===== src/rtl/fetch_pkg.sv =====
// Shared types, constants and the text-segment range check for instruction fetch.
package fetch_pkg;

    typedef enum logic [1:0] {
        IDLE  = 2'd0,
        RUN   = 2'd1,
        FAULT = 2'd2
    } fetch_state_e;

    localparam logic [31:0] NOP               = 32'h0000_0000;
    localparam logic [31:0] DEFAULT_TEXT_BASE = 32'h0040_0000;

    // True when addr lies in [base, base + 4*depth). The subtraction wraps for
    // addresses below base, so the lower bound is checked explicitly.
    function automatic logic in_text(input logic [31:0] addr,
                                     input logic [31:0] base,
                                     input int unsigned depth);
        logic [31:0] off;
        off = addr - base;
        return (addr >= base) && (off < 32'(depth * 4));
    endfunction

endpackage


===== src/rtl/fetch_controller_pc_register.sv =====
// Program counter flop: load has priority over increment, otherwise hold.
module pc_register #(
    parameter int                    DATA_WIDTH = 32,
    parameter logic [DATA_WIDTH-1:0] RESET_VAL  = '0
) (
    input  logic                  clk,
    input  logic                  reset,
    input  logic                  load_i,
    input  logic                  incr_i,
    input  logic [DATA_WIDTH-1:0] load_val_i,
    output logic [DATA_WIDTH-1:0] pc_o
);

    logic [DATA_WIDTH-1:0] pc_q;

    // PC update; increment wraps modulo 2^DATA_WIDTH, the range check catches it.
    always_ff @(posedge clk or posedge reset) begin
        if (reset)       pc_q <= RESET_VAL;
        else if (load_i) pc_q <= load_val_i;
        else if (incr_i) pc_q <= pc_q + DATA_WIDTH'(4);
    end

    assign pc_o = pc_q;

endmodule


===== src/rtl/fetch_controller.sv =====
// Instruction-fetch sequencer: owns the PC, addresses the program ROM and
// registers the returned word into the IF/ID boundary.
module fetch_controller
    import fetch_pkg::*;
#(
    parameter int                    DATA_WIDTH   = 32,
    parameter int                    MEMORY_DEPTH = 32,
    parameter logic [DATA_WIDTH-1:0] TEXT_BASE    = DATA_WIDTH'(DEFAULT_TEXT_BASE)
) (
    input  logic                  clk,
    input  logic                  reset,
    input  logic                  enable,
    input  logic                  stall,
    input  logic                  redirect_valid,
    input  logic [DATA_WIDTH-1:0] redirect_target,
    input  logic [DATA_WIDTH-1:0] pm_instruction,
    output logic [DATA_WIDTH-1:0] pm_address,
    output logic [DATA_WIDTH-1:0] pc,
    output logic [DATA_WIDTH-1:0] if_pc,
    output logic [DATA_WIDTH-1:0] if_pc_plus4,
    output logic [DATA_WIDTH-1:0] if_instruction,
    output logic                  if_valid,
    output logic                  fetch_fault
);

    fetch_state_e          state_q, state_d;
    logic [DATA_WIDTH-1:0] if_pc_q, if_pc_d;
    logic [DATA_WIDTH-1:0] if_pc4_q, if_pc4_d;
    logic [DATA_WIDTH-1:0] if_instr_q, if_instr_d;
    logic                  if_valid_q, if_valid_d;
    logic                  pc_load, pc_incr;
    logic                  tgt_ok, pc_ok;

    pc_register #(
        .DATA_WIDTH (DATA_WIDTH),
        .RESET_VAL  (TEXT_BASE)
    ) u_pc (
        .clk        (clk),
        .reset      (reset),
        .load_i     (pc_load),
        .incr_i     (pc_incr),
        .load_val_i (redirect_target),
        .pc_o       (pc)
    );

    assign pm_address = pc - TEXT_BASE;
    assign tgt_ok     = (redirect_target[1:0] == 2'b00) &&
                        in_text(32'(redirect_target), 32'(TEXT_BASE), MEMORY_DEPTH);
    assign pc_ok      = in_text(32'(pc), 32'(TEXT_BASE), MEMORY_DEPTH);

    // Next-state and IF/ID next values; redirect beats stall so a taken branch
    // still squashes the wrong-path instruction while the pipe is held.
    always_comb begin
        state_d    = state_q;
        if_pc_d    = if_pc_q;
        if_pc4_d   = if_pc4_q;
        if_instr_d = if_instr_q;
        if_valid_d = if_valid_q;
        pc_load    = 1'b0;
        pc_incr    = 1'b0;
        unique case (state_q)
            IDLE: begin
                if_valid_d = 1'b0;
                if (enable) state_d = RUN;
            end
            RUN: begin
                if (redirect_valid) begin
                    if_valid_d = 1'b0;
                    // A bad target is still loaded so the frozen PC names the
                    // offending address.
                    pc_load    = 1'b1;
                    if (tgt_ok) if_instr_d = DATA_WIDTH'(NOP);
                    else        state_d    = FAULT;
                end else if (stall) begin
                    // hold PC and IF/ID
                end else if (!enable) begin
                    state_d    = IDLE;
                    if_valid_d = 1'b0;
                end else if (!pc_ok) begin
                    state_d    = FAULT;
                    if_valid_d = 1'b0;
                end else begin
                    if_instr_d = pm_instruction;
                    if_pc_d    = pc;
                    if_pc4_d   = pc + DATA_WIDTH'(4);
                    if_valid_d = 1'b1;
                    pc_incr    = 1'b1;
                end
            end
            FAULT: begin
                if_valid_d = 1'b0;
            end
            default: state_d = IDLE;
        endcase
    end

    // FSM state and IF/ID boundary registers.
    always_ff @(posedge clk or posedge reset) begin
        if (reset) begin
            state_q    <= IDLE;
            if_pc_q    <= TEXT_BASE;
            if_pc4_q   <= TEXT_BASE + DATA_WIDTH'(4);
            if_instr_q <= DATA_WIDTH'(NOP);
            if_valid_q <= 1'b0;
        end else begin
            state_q    <= state_d;
            if_pc_q    <= if_pc_d;
            if_pc4_q   <= if_pc4_d;
            if_instr_q <= if_instr_d;
            if_valid_q <= if_valid_d;
        end
    end

    assign if_pc          = if_pc_q;
    assign if_pc_plus4    = if_pc4_q;
    assign if_instruction = if_instr_q;
    assign if_valid       = if_valid_q;
    assign fetch_fault    = (state_q == FAULT);

endmodule

===== config.mk =====
export PLATFORM = sky130hd
export DESIGN_NAME = fetch_controller
export DESIGN_NICKNAME = d
export VERILOG_FILES = /design/src/rtl/fetch_pkg.sv /design/src/rtl/fetch_controller_pc_register.sv /design/src/rtl/fetch_controller.sv
export SDC_FILE = /design/constraint.sdc
export NUM_CORES = 1
export LEC_CHECK = 0
export BUFFER_PORTS_ARGS = -buffer_cell sky130_fd_sc_hd__buf_4
export CORE_UTILIZATION = 52
export DETAILED_ROUTE_END_ITERATION = 8
export HOLD_SLACK_MARGIN = 0.12
export PLACE_DENSITY = 0.86
export SLEW_MARGIN = 30
export SYNTH_ARGS = -nofsm -noshare
export SYNTH_HDL_FRONTEND = slang
export SYNTH_SLANG_ARGS = --single-unit

===== constraint.sdc =====
create_clock -name clk -period 6.3 [get_ports clk]
set_input_delay 0.315 -clock clk [delete_from_list [all_inputs] [get_ports clk]]
set_output_delay 0.315 -clock clk [all_outputs]
set_load 0.01 [all_outputs]

## Word level (Yosys, flattened, before mapping)

Index checks and enable logic that the tools add are counted.

| operators by class | value |
|---|---|
| $add $sub $neg | 3 |
| magnitude comparators | 4 |
| eq/ne operators | 8 |
| multiplexer cells | 24 |
| bitwise logic cells | 3 |
| reduce and logical (&&, ||, !) cells | 14 |

Operator list:

| cell | number |
|---|---|
| two-way mux 32 bit | 7 |
| >= comparator 32 x 23 -> 1 bit, second input constant | 2 |
| less-than comparator 32 x 8 -> 1 bit, second input constant | 2 |
| subtractor 32 x 23 -> 32 bit, second input constant | 2 |
| adder 32 x 3 -> 32 bit, second input constant | 1 |
| AND reduction 5 bit | 3 |
| two-way mux 2 bit | 6 |
| two-way mux 1 bit | 9 |
| nonzero test 2 bit | 4 |
| inequality test 3 bit, second input constant | 2 |
| case mux 2 bit (3 select lines) | 1 |
| zero test 2 bit | 2 |
| inequality test 2 x 1 -> 1 bit, second input constant | 2 |
| inequality test 4 bit, second input constant | 1 |
| logical AND 1 bit | 3 |
| inverter 1 bit | 3 |
| equality test 2 x 1 -> 1 bit, second input constant | 1 |
| equality test 2 bit, second input constant | 1 |
| inequality test 2 bit, second input constant | 1 |
| case mux 1 bit (2 select lines) | 1 |
| AND reduction 2 bit | 1 |
| OR reduction 2 bit | 1 |

| word-level totals | value |
|---|---|
| register bits after elaboration | 131 |
| output and inout bits | 162 |
| logic and storage cells | 62 |

## Logic depth before layout (Yosys ltp)

Gate-level depths: netlist (run 1).

| logic depth | value |
|---|---|
| depth in word-level cells | 10 |
| mapped depth | 10 |
| depth with buffers taken out | 8 |

## Modules after synthesis

A second synthesis (run 1) with hierarchy kept.

| unflattened totals | value |
|---|---|
| cells, all modules | 617 |
| area, all modules | 6463.7 um2 |

By module, submodules not included:

| module | instances | cells an instance | area each (um2) | seq. area each (um2) |
|---|---|---|---|---|
| fetch_controller | 1 | 414 | 4613.2 | 2431.1 |
| pc_register | 1 | 203 | 1850.5 | 802.0 |

## Worst setup path before layout (run 1)

OpenSTA, ideal clock, no wires.

| path | value |
|---|---|
| kind | flip-flop to flip-flop |
| start point | register u_pc.pc_q[22] (netlist: u_pc.pc_o[22]) |
| end point | register u_pc.pc_q[5] (netlist: u_pc.pc_o[5]) |
| setup time | 137 ps |
| arrival time | 2631 ps |
| data required time | 6163 ps |
| path slack | 3532 ps |
| stages on the path, launching flop included | 11 |
| path buffers | 2 |
| clock period less this slack | 2768 ps |
| cell sequence | dfstp_2 -> inv_1 -> ha_1 -> or4b_4 -> or4_1 -> nand4b_1 -> and4bb_4 -> buf_6 -> buf_6 -> a22oi_2 -> o211ai_1 |

| between the ends | value |
|---|---|
| cells in the longest elaborated chain, start to end | 9 |

RTL lines:

| element | line | text |
|---|---|---|
| start: declaration | fetch_controller_pc_register.sv:14 | `logic [DATA_WIDTH-1:0] pc_q;` |
| start signal: assignment | fetch_controller_pc_register.sv:19 | `else if (load_i) pc_q <= load_val_i;` |
| start signal: assignment | fetch_controller_pc_register.sv:20 | `else if (incr_i) pc_q <= pc_q + DATA_WIDTH'(4);` |
| subtractor 32 x 23 -> 32 bit | -- |  |
| named net pm_address[22] | fetch_controller.sv:17 | `output logic [DATA_WIDTH-1:0] pm_address,` |
| less-than comparator 32 x 8 -> 1 bit | fetch_pkg.sv:20 | `return (addr >= base) && (off < 32'(depth * 4));` |
| logical AND 1 bit | fetch_pkg.sv:20 |  |
| two-way mux 1 bit | fetch_controller.sv:79 | `end else if (!pc_ok) begin` |
| two-way mux 1 bit | fetch_controller.sv:76 | `end else if (!enable) begin` |
| two-way mux 1 bit | fetch_controller.sv:74 | `end else if (stall) begin` |
| two-way mux 1 bit | fetch_controller.sv:67 | `if (redirect_valid) begin` |
| two-way mux 1 bit | fetch_controller.sv:61 | `unique case (state_q)` |
| nonzero test 2 bit (no line) | -- |  |

The timed path passes the listed nets, and every way through them passes these cells.
A chain may end at the register's enable or synchronous reset.

## Worst setup path after layout (run 1)

| path | value |
|---|---|
| start point | register u_pc.pc_q[23] (netlist: u_pc.pc_o[23]) |
| end point | register if_instr_q[10] (netlist: if_instruction[10]) |

| between the ends | value |
|---|---|
| cells in the longest elaborated chain, start to end | 5 |

RTL lines:

| element | line | text |
|---|---|---|
| subtractor 32 x 23 -> 32 bit | fetch_pkg.sv:19 | `off = addr - base;` |
| less-than comparator 32 x 8 -> 1 bit | fetch_pkg.sv:20 |  |
| logical AND 1 bit (*) | fetch_pkg.sv:20 |  |
| nonzero test 2 bit (no line) (*) | -- |  |
| AND reduction 5 bit (no line) (*) | -- |  |
| end signal: assignment | fetch_controller.sv:103 | `if_instr_q <= DATA_WIDTH'(NOP);` |
| end signal: assignment | fetch_controller.sv:109 | `if_instr_q <= if_instr_d;` |
| end: declaration | fetch_controller.sv:29 | `logic [DATA_WIDTH-1:0] if_instr_q, if_instr_d;` |

Mark *: on every way between the ends. The rest lies on a longest branch, timed or not.

==> flow_metrics.tcl, run 1 <==
set metrics [dict create \
    ys_seq_area_frac 0.586 \
    met1_length_um 6230 \
    tightest_slew_ps 881 \
    drive_gt1_frac 0.390 \
    cp.arrival_ps 4010 \
    die_height_um 105 \
    peakVddDrop_v 0.000280 \
    start_util 0.534 \
    synth_top_area_share 0.567 \
    synth_area_um2 5520 \
    dpl_cell_area_um2 7130 \
    design_power_total_mw 3.00 \
    hold_path.class "in -> reg" \
    die_w_um 105 \
    setup_viol 0 \
    yosysTopAreaCell "dfrtp_1" \
    synth_mux_area_frac 0.0304 \
    avgViaCountPerCell 5.50 \
    post_cts_resize_count 0 \
    post-route-period-util 0.566 \
    clk_latency_ps 520 \
    clock-root-buffer "clkbuf_8" \
    worstHoldStart "redirect_valid" \
    synth-edff-count 0 \
    max_slew_margin 0.407 \
    critPathMaxFanout 44 \
    postCtsSetupBuffers 0 \
    synthXorXnorAreaFrac 0.0127 \
    grt_pass1_wl_um 26500 \
    startpoint_type "flip-flop" \
    io_pins 231 \
    drtAntennaViolNets 0 \
    clock_path_buffers 2 \
    dp_hpwl_um 9950 \
    wl_met3_um 1220 \
    grt_pass1_vias 5032 \
    wl_met2_um 8870 \
    synthAdderAreaFrac 0.00907 \
    tns_ps 0 \
    gp_congestion 0.917 \
    synth_top_family_by_area "simple AND/OR/NAND/NOR gates" \
    ys_seq_elements 129 \
    top_layer "met4" \
    critical_path.cell_chain "inv_1 -> ha_1 -> or4b_4 -> or4_1 -> nand4b_1 -> and4bb_4 -> o22ai_4 -> a22o_1" \
    rsz0062_at_grt "false" \
    p_leak_nw 4.38 \
    synth_compound_area_frac 0.105 \
    synth_most_common_cell "dfrtp_1" \
    vias 4960 \
    synth_cell_types 52 \
    drt_pass1_iterations 5 \
    core_area_um2 10300 \
    cts_sinks 129 \
    slowest_delay_ps 700 \
    power.density_nw_per_um2 359 \
    die_area_um2 11000 \
    synthSimpleGateAreaFrac 0.193 \
    cts-buffers-inserted 17 \
    synth-main-ff-cell "dfrtp_1" \
    reg2reg_from "u_pc.pc_o[23]$_DFFE_PP0P_" \
    finalInstanceArea_um2 8350 \
    grtUsageTotal 0.316 \
    slowest_stage "o22ai_4" \
    antenna_found_initial 0 \
    area_growth_syn_to_layout_pct 51.4 \
    postSynth.asyncResetShare 1.00 \
    critical_path_class "reg -> reg" \
    syn_area_per_cell_um2 11.5 \
    wl_per_cell_um 18.8 \
    wl_um 16900 \
    end_kind "flip-flop" \
    grt_max_degree 77 \
    ys_warn_count 0 \
    h-tree-depth 4 \
    synth.net_count 554 \
    finalClockSkew_ps 11.2 \
    io_buffers 230 \
    synthTopCellsByCount "dfrtp_1, nand2_1, nor2b_1" \
    max_clock_freq_mhz 281 \
    nets 826 \
    cts_tree "yes" \
    overflow 0 \
    period_needed_ps 3560 \
    startpoint "u_pc.pc_o[23]$_DFFE_PP0P_" \
    placementRows 37 \
    maxCapViolations 0 \
    drcViolationCount 0 \
    final-hold-violation-count 0 \
    path_clk_slew_ps 70 \
    drt-initial-drc-count 335 \
    diodes 0 \
    crit_required_ps 6740 \
    synth.area.top_cells "dfrtp_1, nand2_1, nor2b_1, a22o_1, buf_4" \
    syn_inst 481 \
    slew_violations 0 \
    status "complete, no violations" \
]
==> flip-flops by register name, summed over array words and instances, names as in the netlist <==
| name | count |
|---|---|
| if_instruction | 32 |
| if_pc_plus4 | 30 |
| if_pc | 32 |
| if_valid | 1 |
| state_q | 2 |
| u_pc.pc_o | 32 |
==> power breakdown <==
part	switching, mW	internal (mW)
Combinational	0.491	0.472
Clock	0.380	0.540
Sequential	0.187	0.930
Total	1.06	1.94
==> cells by family after synthesis <==
| family | Yosys count |
|---|---|
| compound gates | 68 |
| xor+xnor | 8 |
| fa+ha+maj | 4 |
| buf+inv | 54 |
| flops | 129 |
| mux | 15 |
| simple gates | 203 |
==> worst paths after layout <==
path / endpoint / slack, ps / depth (start not counted)
min in group asynchronous: if_pc[16]$_DFFE_PP0P_ / 440 / 3
max in group asynchronous: if_pc[5]$_DFFE_PP0P_ / 4750 / 4
hold reg to reg: if_pc_plus4[2]$_DFFE_PP1P_ / 480 / 2
hold / removal: state_q[1]$_DFFE_PP0P_ / 200 / 3
setup / recovery: if_instruction[10]$_DFFE_PP0P_ / 2740 / 8
setup reg to reg: if_instruction[10]$_DFFE_PP0P_ / 2740 / 8
==> routing by layer <==
layer | track usage | up-vias
met2 | 0.554 | 292
met1 | 0.359 | 2423
met3 | 0.0767 | 61
met5 | 0 | -
li1 | - | 2184
met4 | 0.158 | 0
==> stage by stage <==
stage                     utilization  hold slack, ps  cells  worst slack (ps)
final                           0.809             198    902              2740
after global routing            0.809             193    902              2610
after CTS                       0.808             161    902              2800
after detailed placement        0.690             452    804              2830
after global placement          0.688             436    803              2500
after floorplan                     -             420    481              2550
==> layout make-up <==
cell class              count  area, um2
clock buffers              19        432
clock inverters            13        126
fillers                   570       1970
inverters                   8       32.5
multi-input cells         298       1930
flip-flops and latches    129       3230
well taps                 136        170
repair buffers            299       2430
==> worst max-delay path, delay by kind of cell (launching register included) <==
kind / cells / cell delay, ps
flip-flops: 1 / 460
AO/OA/AOI/OAI: 2 / 990
AND/OR/NAND/NOR: 4 / 1580
buffers and inverters: 1 / 150
adder cells (fa/ha/maj): 1 / 290
==> cells in the final DEF, fill, tap and decap left out, types with 10 or more instances in the layout <==
cell and instances:
buf_4 231, nor2_1 10, mux2_2 14, nand2_1 90, nor4_1 13, nor2b_1 45
dlygate4sd3_1 66, a22o_1 32, clkbuf_16 16, dfrtp_1 125
==> repair_timing <==
item / 4_1_cts / 5_1_grt
hold buffers: 66 / 0
endpoints found under the setup margin: 0 / 0
hold endpoints to repair: 117 / 0
(Power assumes the default switching activity.)
==> run 2, diff against run 1 <==
--- a/config.mk
+++ b/config.mk
@@ -5,11 +5,12 @@
 export SDC_FILE = /design/constraint.sdc
 export NUM_CORES = 1
 export LEC_CHECK = 0
+export ABC_AREA = 1
 export BUFFER_PORTS_ARGS = -buffer_cell sky130_fd_sc_hd__buf_4
-export CORE_UTILIZATION = 52
+export CORE_UTILIZATION = 50
 export DETAILED_ROUTE_END_ITERATION = 8
 export HOLD_SLACK_MARGIN = 0.12
-export PLACE_DENSITY = 0.86
+export PLACE_DENSITY = 0.81
 export SLEW_MARGIN = 30
 export SYNTH_ARGS = -nofsm -noshare
 export SYNTH_HDL_FRONTEND = slang
==> constraint.sdc (replaced) <==
create_clock -name clk -period 3.5 [get_ports clk]
set_input_delay 0.175 -clock clk [delete_from_list [all_inputs] [get_ports clk]]
set_output_delay 0.175 -clock clk [all_outputs]
set_load 0.01 [all_outputs]
==> run 2 against run 1 <==
- the run now ends with DRC left
- clock skew is 1.3 ps lower
- critical path depth increased by 6
- cell count grew 31%
- synthesized area increased by 11%
- die area up 16%
- register-to-register slack worse by 1800 ps
- synthesized cell count increased by 57%
- total power rose by 22%
- routed wire length grew 7.2%
- hold slack got worse by 70 ps
- via count up 23%
- sequential power is 37% higher
- critical path type unchanged
- largest power group is now the clock network
==> flow_metrics.tcl, run 2 <==
set metrics [dict create \
    cts-buffers-inserted 17 \
    ys_warn_count 0 \
    overflow 0 \
    grtUsageTotal 0.293 \
    area_growth_syn_to_layout_pct 46.1 \
    die_height_um 113 \
    clock-root-buffer "clkbuf_16" \
    synth.net_count 827 \
    start_util 0.512 \
    synth-main-ff-cell "dfrtp_1" \
    synth_cell_types 32 \
    layout_setup_ws_ps 908 \
    synthTopCellsByCount "nand2_1, dfrtp_1, inv_1" \
    max_clock_freq_mhz 386 \
    clock_path_buffers 2 \
    cts_sinks 129 \
    die_area_um2 12700 \
    rsz0062_at_grt "false" \
    postCtsSetupBuffers 0 \
    post_cts_resize_count 0 \
    die_w_um 113 \
    tightest_slew_ps 683 \
    slew_violations 0 \
    syn_inst 754 \
    wl_per_cell_um 15.4 \
    finalInstanceArea_um2 8980 \
    wl_um 18100 \
    max_slew_margin 0.544 \
    status "complete, but fails checks" \
    final_util 0.748 \
    grt_max_degree 130 \
    synth_mux_area_frac 0.0130 \
    setup_viol 0 \
    period_needed_ps 2590 \
    power.density_nw_per_um2 407 \
    critPathMaxFanout 32 \
    finalClockSkew_ps 9.93 \
    diodes 0 \
    io_pins 231 \
    drt-initial-drc-count 484 \
    ys_seq_elements 129 \
    maxCapViolations 0 \
    tns_ps 0 \
    end_kind "flip-flop" \
    cp.arrival_ps 2890 \
    drive_gt1_frac 0.296 \
    post-route-period-util 0.741 \
    synth.area.top_cells "dfrtp_1, nand2_1, nand4_1, inv_1, nor2_1" \
    ys_seq_area_frac 0.526 \
    critical_path_class "reg -> reg" \
    cts_hold_buf 59 \
    crit_required_ps 3800 \
    p_leak_nw 5.08 \
    grt_pass1_wl_um 29100 \
    core_area_um2 12000 \
    path_clk_slew_ps 60 \
    synth_top_family_by_area "simple AND/OR/NAND/NOR gates" \
    dpl_cell_area_um2 7780 \
    grt_pass1_vias 5797 \
    postSynth.asyncResetShare 1.00 \
    pre_cts_ws_ps 998 \
    vias 6079 \
    synth_compound_area_frac 0.0309 \
    synth_most_common_cell "nand2_1" \
    dp_hpwl_um 11600 \
    h-tree-depth 4 \
    synthSimpleGateAreaFrac 0.297 \
    synthXorXnorAreaFrac 0.0114 \
    hold_path.class "in -> reg" \
    antenna_found_initial 0 \
    yosysTopAreaCell "dfrtp_1" \
    final-hold-violation-count 0 \
    cts_tree "yes" \
    drcViolationCount 2 \
    layout_common_cells "nand2_1, buf_4, dfrtp_1" \
    io_buffers 230 \
    avgViaCountPerCell 5.16 \
    drtAntennaViolNets 0 \
    drt_pass1_iterations 7 \
    gp_congestion 0.895 \
    final_common_cell "nand2_1" \
    synth_top_area_share 0.509 \
    violations "DRC" \
    synth_area_um2 6150 \
    synthAdderAreaFrac 0.00814 \
    peakVddDrop_v 0.000251 \
    startpoint_type "flip-flop" \
    clk_latency_ps 410 \
    placementRows 40 \
    syn_area_per_cell_um2 8.15 \
    synth-edff-count 0 \
    nets 1091 \
]
## run 2: changes by cell type after synthesis, sizes merged, moves of 7 or more
cell | before | now
nand4 | 8 | 47
mux2i | 1 | 8
nor2b | 45 | 0
mux2 | 14 | 0
nor4 | 14 | 0
nor2 | 10 | 70
nand3 | 7 | 27
nand2 | 91 | 270
a22o | 32 | 0
inv | 8 | 93
o21ai | 10 | 32
## run 2: layout make-up
type | count | area (um2)
Fill cell | 881 | 3030
Multi-Input combinational cell | 481 | 2220
Clock inverter | 15 | 184
Clock buffer | 17 | 425
Inverter | 94 | 357
Sequential cell | 129 | 3230
Tap cell | 147 | 184
Timing Repair Buffer | 295 | 2370
## run 2: through the flow
stage | hold WS [ps] | power (mW) | instances
final | 128 | 3.65 | 1178
after global routing | 162 | 3.77 | 1178
after CTS | 121 | 3.66 | 1178
after detailed placement | 391 | 1.81 | 1087
after global placement | 389 | 1.80 | 1087
after floorplan | 292 | 1.67 | 754
## run 2: final timing paths
check,depth (start not counted),start,to,slack [ps]
max,14,u_pc.pc_o[22]$_DFFE_PP1P_,if_instruction[31]$_DFFE_PP0P_,910
min,5,redirect_target[3],u_pc.pc_o[3]$_DFFE_PP0P_,130
max reg2reg,14,u_pc.pc_o[22]$_DFFE_PP1P_,if_instruction[31]$_DFFE_PP0P_,910
min reg2reg,2,if_pc_plus4[19]$_DFFE_PP0P_,if_pc_plus4[19]$_DFFE_PP0P_,460
max in group asynchronous,4,reset,u_pc.pc_o[10]$_DFFE_PP0P_,2490
min in group asynchronous,4,reset,if_pc[7]$_DFFE_PP0P_,490
## run 2: metal layers
| layer | part of all wire | GRT usage | wire, um | up-vias |
|---|---|---|---|---|
| met5 | 0 | 0 | 0 | - |
| met4 | 0.038 | 0.146 | 683 | 0 |
| met3 | 0.070 | 0.0605 | 1270 | 61 |
| met2 | 0.48 | 0.477 | 8750 | 295 |
| met1 | 0.41 | 0.375 | 7450 | 2848 |
| li1 | - | - | - | 2875 |
## run 2: cells by family (layout without fill, tap and decap cells)
logic type | count (synthesis) | after routing
adders and majority gates | 4 | 4
AOI/OAI and AO/OA | 37 | 37
xor gates and xnor gates | 8 | 8
muxes | 8 | 8
DFF | 129 | 129
buffers and inverters | 144 | 421
and+or+nand+nor | 424 | 424
## run 2: report_power, final
group | internal, mW | switching [mW]
Combinational | 0.159 | 0.150
Sequential | 1.51 | 0.0253
Clock | 1.13 | 0.685
Total | 2.79 | 0.860
## run 2: critical path, stage by stage (launching register included)
cell	delay, ps
dfstp_2	580
inv_2	130
ha_1	270
nand2_2	100
nand2_2	60
nor2_1	90
nand2_1	60
nor2_1	110
nand3_1	100
nor2_2	120
nand2_2	90
nand2_4	130
nand3_4	330
nand2_1	240
nand2_1	70
==> run 3, diff against run 2 <==
--- a/config.mk
+++ b/config.mk
@@ -7,10 +7,10 @@
 export LEC_CHECK = 0
 export ABC_AREA = 1
 export BUFFER_PORTS_ARGS = -buffer_cell sky130_fd_sc_hd__buf_4
-export CORE_UTILIZATION = 50
+export CORE_UTILIZATION = 45
 export DETAILED_ROUTE_END_ITERATION = 8
 export HOLD_SLACK_MARGIN = 0.12
-export PLACE_DENSITY = 0.81
+export PLACE_DENSITY = 0.77
 export SLEW_MARGIN = 30
 export SYNTH_ARGS = -nofsm -noshare
 export SYNTH_HDL_FRONTEND = slang
==> constraint.sdc (replaced) <==
create_clock -name clk -period 2.3 [get_ports clk]
set_input_delay 0.115 -clock clk [delete_from_list [all_inputs] [get_ports clk]]
set_output_delay 0.115 -clock clk [all_outputs]
set_load 0.01 [all_outputs]
==> run 3 against run 2 <==
- the flow now finishes without violations
- routed wire length increased by 2.2%
- flip-flop and latch count unchanged
- hold slack better by 1.4 ps
- sequential share of layout area down 1.7 points
- total power increased by 45%
- critical path depth shrank 3
- cell count increased by 5.0%
- utilization shrank 3.8 points
- combinational power is 63% higher
- sequential power up 52%
- largest cell class unchanged
==> flow_metrics.tcl, run 3 (synthesized netlist as in run 2, its figures left out) <==
set metrics [dict create \
    status "complete, no violations" \
    gp_congestion 0.902 \
    critical_path.cell_chain "dlygate4sd3_1 -> buf_4 -> nor3_1 -> nand2_1 -> nor3_1 -> nand3_1 -> o21ai_0 -> nand3_4 -> clkbuf_16 -> nand2_1 -> nand2_1" \
    maxCapViolations 0 \
    pre_cts_ws_ps 39.0 \
    fill_cells 1056 \
    cp_common_cell "nand2_1" \
    hold_path.class "in -> reg" \
    drtAntennaViolNets 0 \
    layout_setup_ws_ps 92.2 \
    core_area_um2 13300 \
    cts_sinks 129 \
    grt_pass1_vias 5891 \
    avgViaCountPerCell 4.95 \
    slowest_stage "dlygate4sd3_1" \
    cp.arrival_ps 2510 \
    finalClockSkew_ps 7.01 \
    power.density_nw_per_um2 560 \
    dp.cells 1132 \
    end_kind "flip-flop" \
    whs_ps 129 \
    p_leak_nw 5.25 \
    io_buffers 230 \
    design_power_total_mw 5.28 \
    grt_max_degree 50 \
    startpoint_type "primary input" \
    drt_pass1_iterations 5 \
    placementRows 42 \
    path_clk_slew_ps 50 \
    die_area_um2 14100 \
    period_needed_ps 2210 \
    multi_input_area_um2 2330 \
    nets 1123 \
    post-route-period-util 0.960 \
    critPathMaxFanout 8 \
    drive_gt1_frac 0.333 \
    grt_pass1_wl_um 29400 \
    antenna_found_initial 2 \
    overflow 0 \
    cts-buffers-inserted 17 \
    max_clock_freq_mhz 453 \
    io_pins 231 \
    die_w_um 119 \
    wl_um 18500 \
    critical_path_class "in -> reg" \
    cp_top_family "simple AND/OR/NAND/NOR gates" \
    setup_viol 0 \
    crit_required_ps 2600 \
    final_common_cell "buf_4" \
    drt-initial-drc-count 430 \
    grtUsageTotal 0.266 \
    slowest_delay_ps 540 \
    max_slew_margin 0.625 \
    start_util 0.462 \
    peakVddDrop_v 0.000426 \
    drcViolationCount 0 \
    rsz0062_at_grt "true" \
    h-tree-depth 4 \
    vias 6117 \
    dp_hpwl_um 12100 \
    wl_per_cell_um 15.0 \
    area_growth_syn_to_layout_pct 53.4 \
    tns_ps 0 \
    clock-root-buffer "clkbuf_16" \
    seqCellArea_um2 3230 \
    path_buf_inv 3 \
    layout_common_cells "buf_4, nand2_1, dfrtp_1" \
    final-hold-violation-count 0 \
    clock_path_buffers 2 \
    final_cell_count_no_fill 1237 \
    die_height_um 119 \
    slew_violations 0 \
    cts_tree "yes" \
    clk_latency_ps 410 \
    tightest_slew_ps 562 \
]
-- run 3: changes by cell type in the layout (fill, tap and decap cells not counted), sizes merged --
cell	delta
buf	+25
inv	-3
diode	+2
clkbuf	+7
clkinvlp	-1
clkinv	-3
dlygate4sd3	+5
bufinv	-2
-- run 3: stage by stage --
stage               cell area (um2)   util
finish                         9430  0.709
global route                   9430  0.709
CTS                            9190  0.691
detailed placement             8010  0.603
global placement               8010  0.603
floorplan                      6150      -
-- run 3: report_power, final --
part / switching, mW / leakage [nW] / internal (mW) / total (mW)
Combinational: 0.240 / 3.24 / 0.263 / 0.503
Sequential: 0.0347 / 1.75 / 2.29 / 2.33
Clock: 0.913 / 0.260 / 1.54 / 2.45
Total: 1.19 / 5.25 / 4.09 / 5.28
-- run 3: routing by layer --
| layer | part of all wire | GRT usage |
|---|---|---|
| met5 | 0 | 0 |
| met4 | 0.035 | 0.131 |
| met3 | 0.065 | 0.0632 |
| met2 | 0.48 | 0.428 |
| met1 | 0.42 | 0.337 |
-- run 3: final timing paths --
kind	from	to	slack, ps	cells after the start
worst max-delay path	redirect_target[1]	if_instruction[27]$_DFFE_PP0P_	90	11
max in group asynchronous	reset	if_pc[22]$_DFFE_PP1P_	1200	4
worst min-delay path	redirect_target[7]	u_pc.pc_o[7]$_DFFE_PP0P_	130	5
worst max register to register	u_pc.pc_o[22]$_DFFE_PP1P_	if_instruction[27]$_DFFE_PP0P_	90	15
min in group asynchronous	reset	if_pc[26]$_DFFE_PP0P_	300	3
worst min register to register	if_pc_plus4[29]$_DFFE_PP0P_	if_pc_plus4[29]$_DFFE_PP0P_	470	2
-- run 3: timing repair --
action / 4_1_cts / 5_1_grt
hold buffers: 64 / 0
buffers inserted: 0 / 8
setup endpoints to repair: 0 / 101
resized for setup: 0 / 35
endpoints found under the hold margin: 108 / 0
-- run 3: worst register-to-register path, delay by kind of cell (launching register included) --
kind                       cells  cell delay (ps)
DFF                            1              530
adders and majority gates      1              160
buffers and inverters          2              280
and+or+nand+nor               12             1110
-- run 3: area by class of cell --
type / count / area share
tap: 176 / 0.0234
clock buffer: 22 / 0.0503
timing repair buffer: 327 / 0.291
multi-input combinational: 481 / 0.247
sequential: 129 / 0.343
clock inverter: 6 / 0.00637
inverter: 94 / 0.0378
antenna: 2 / 0.000531
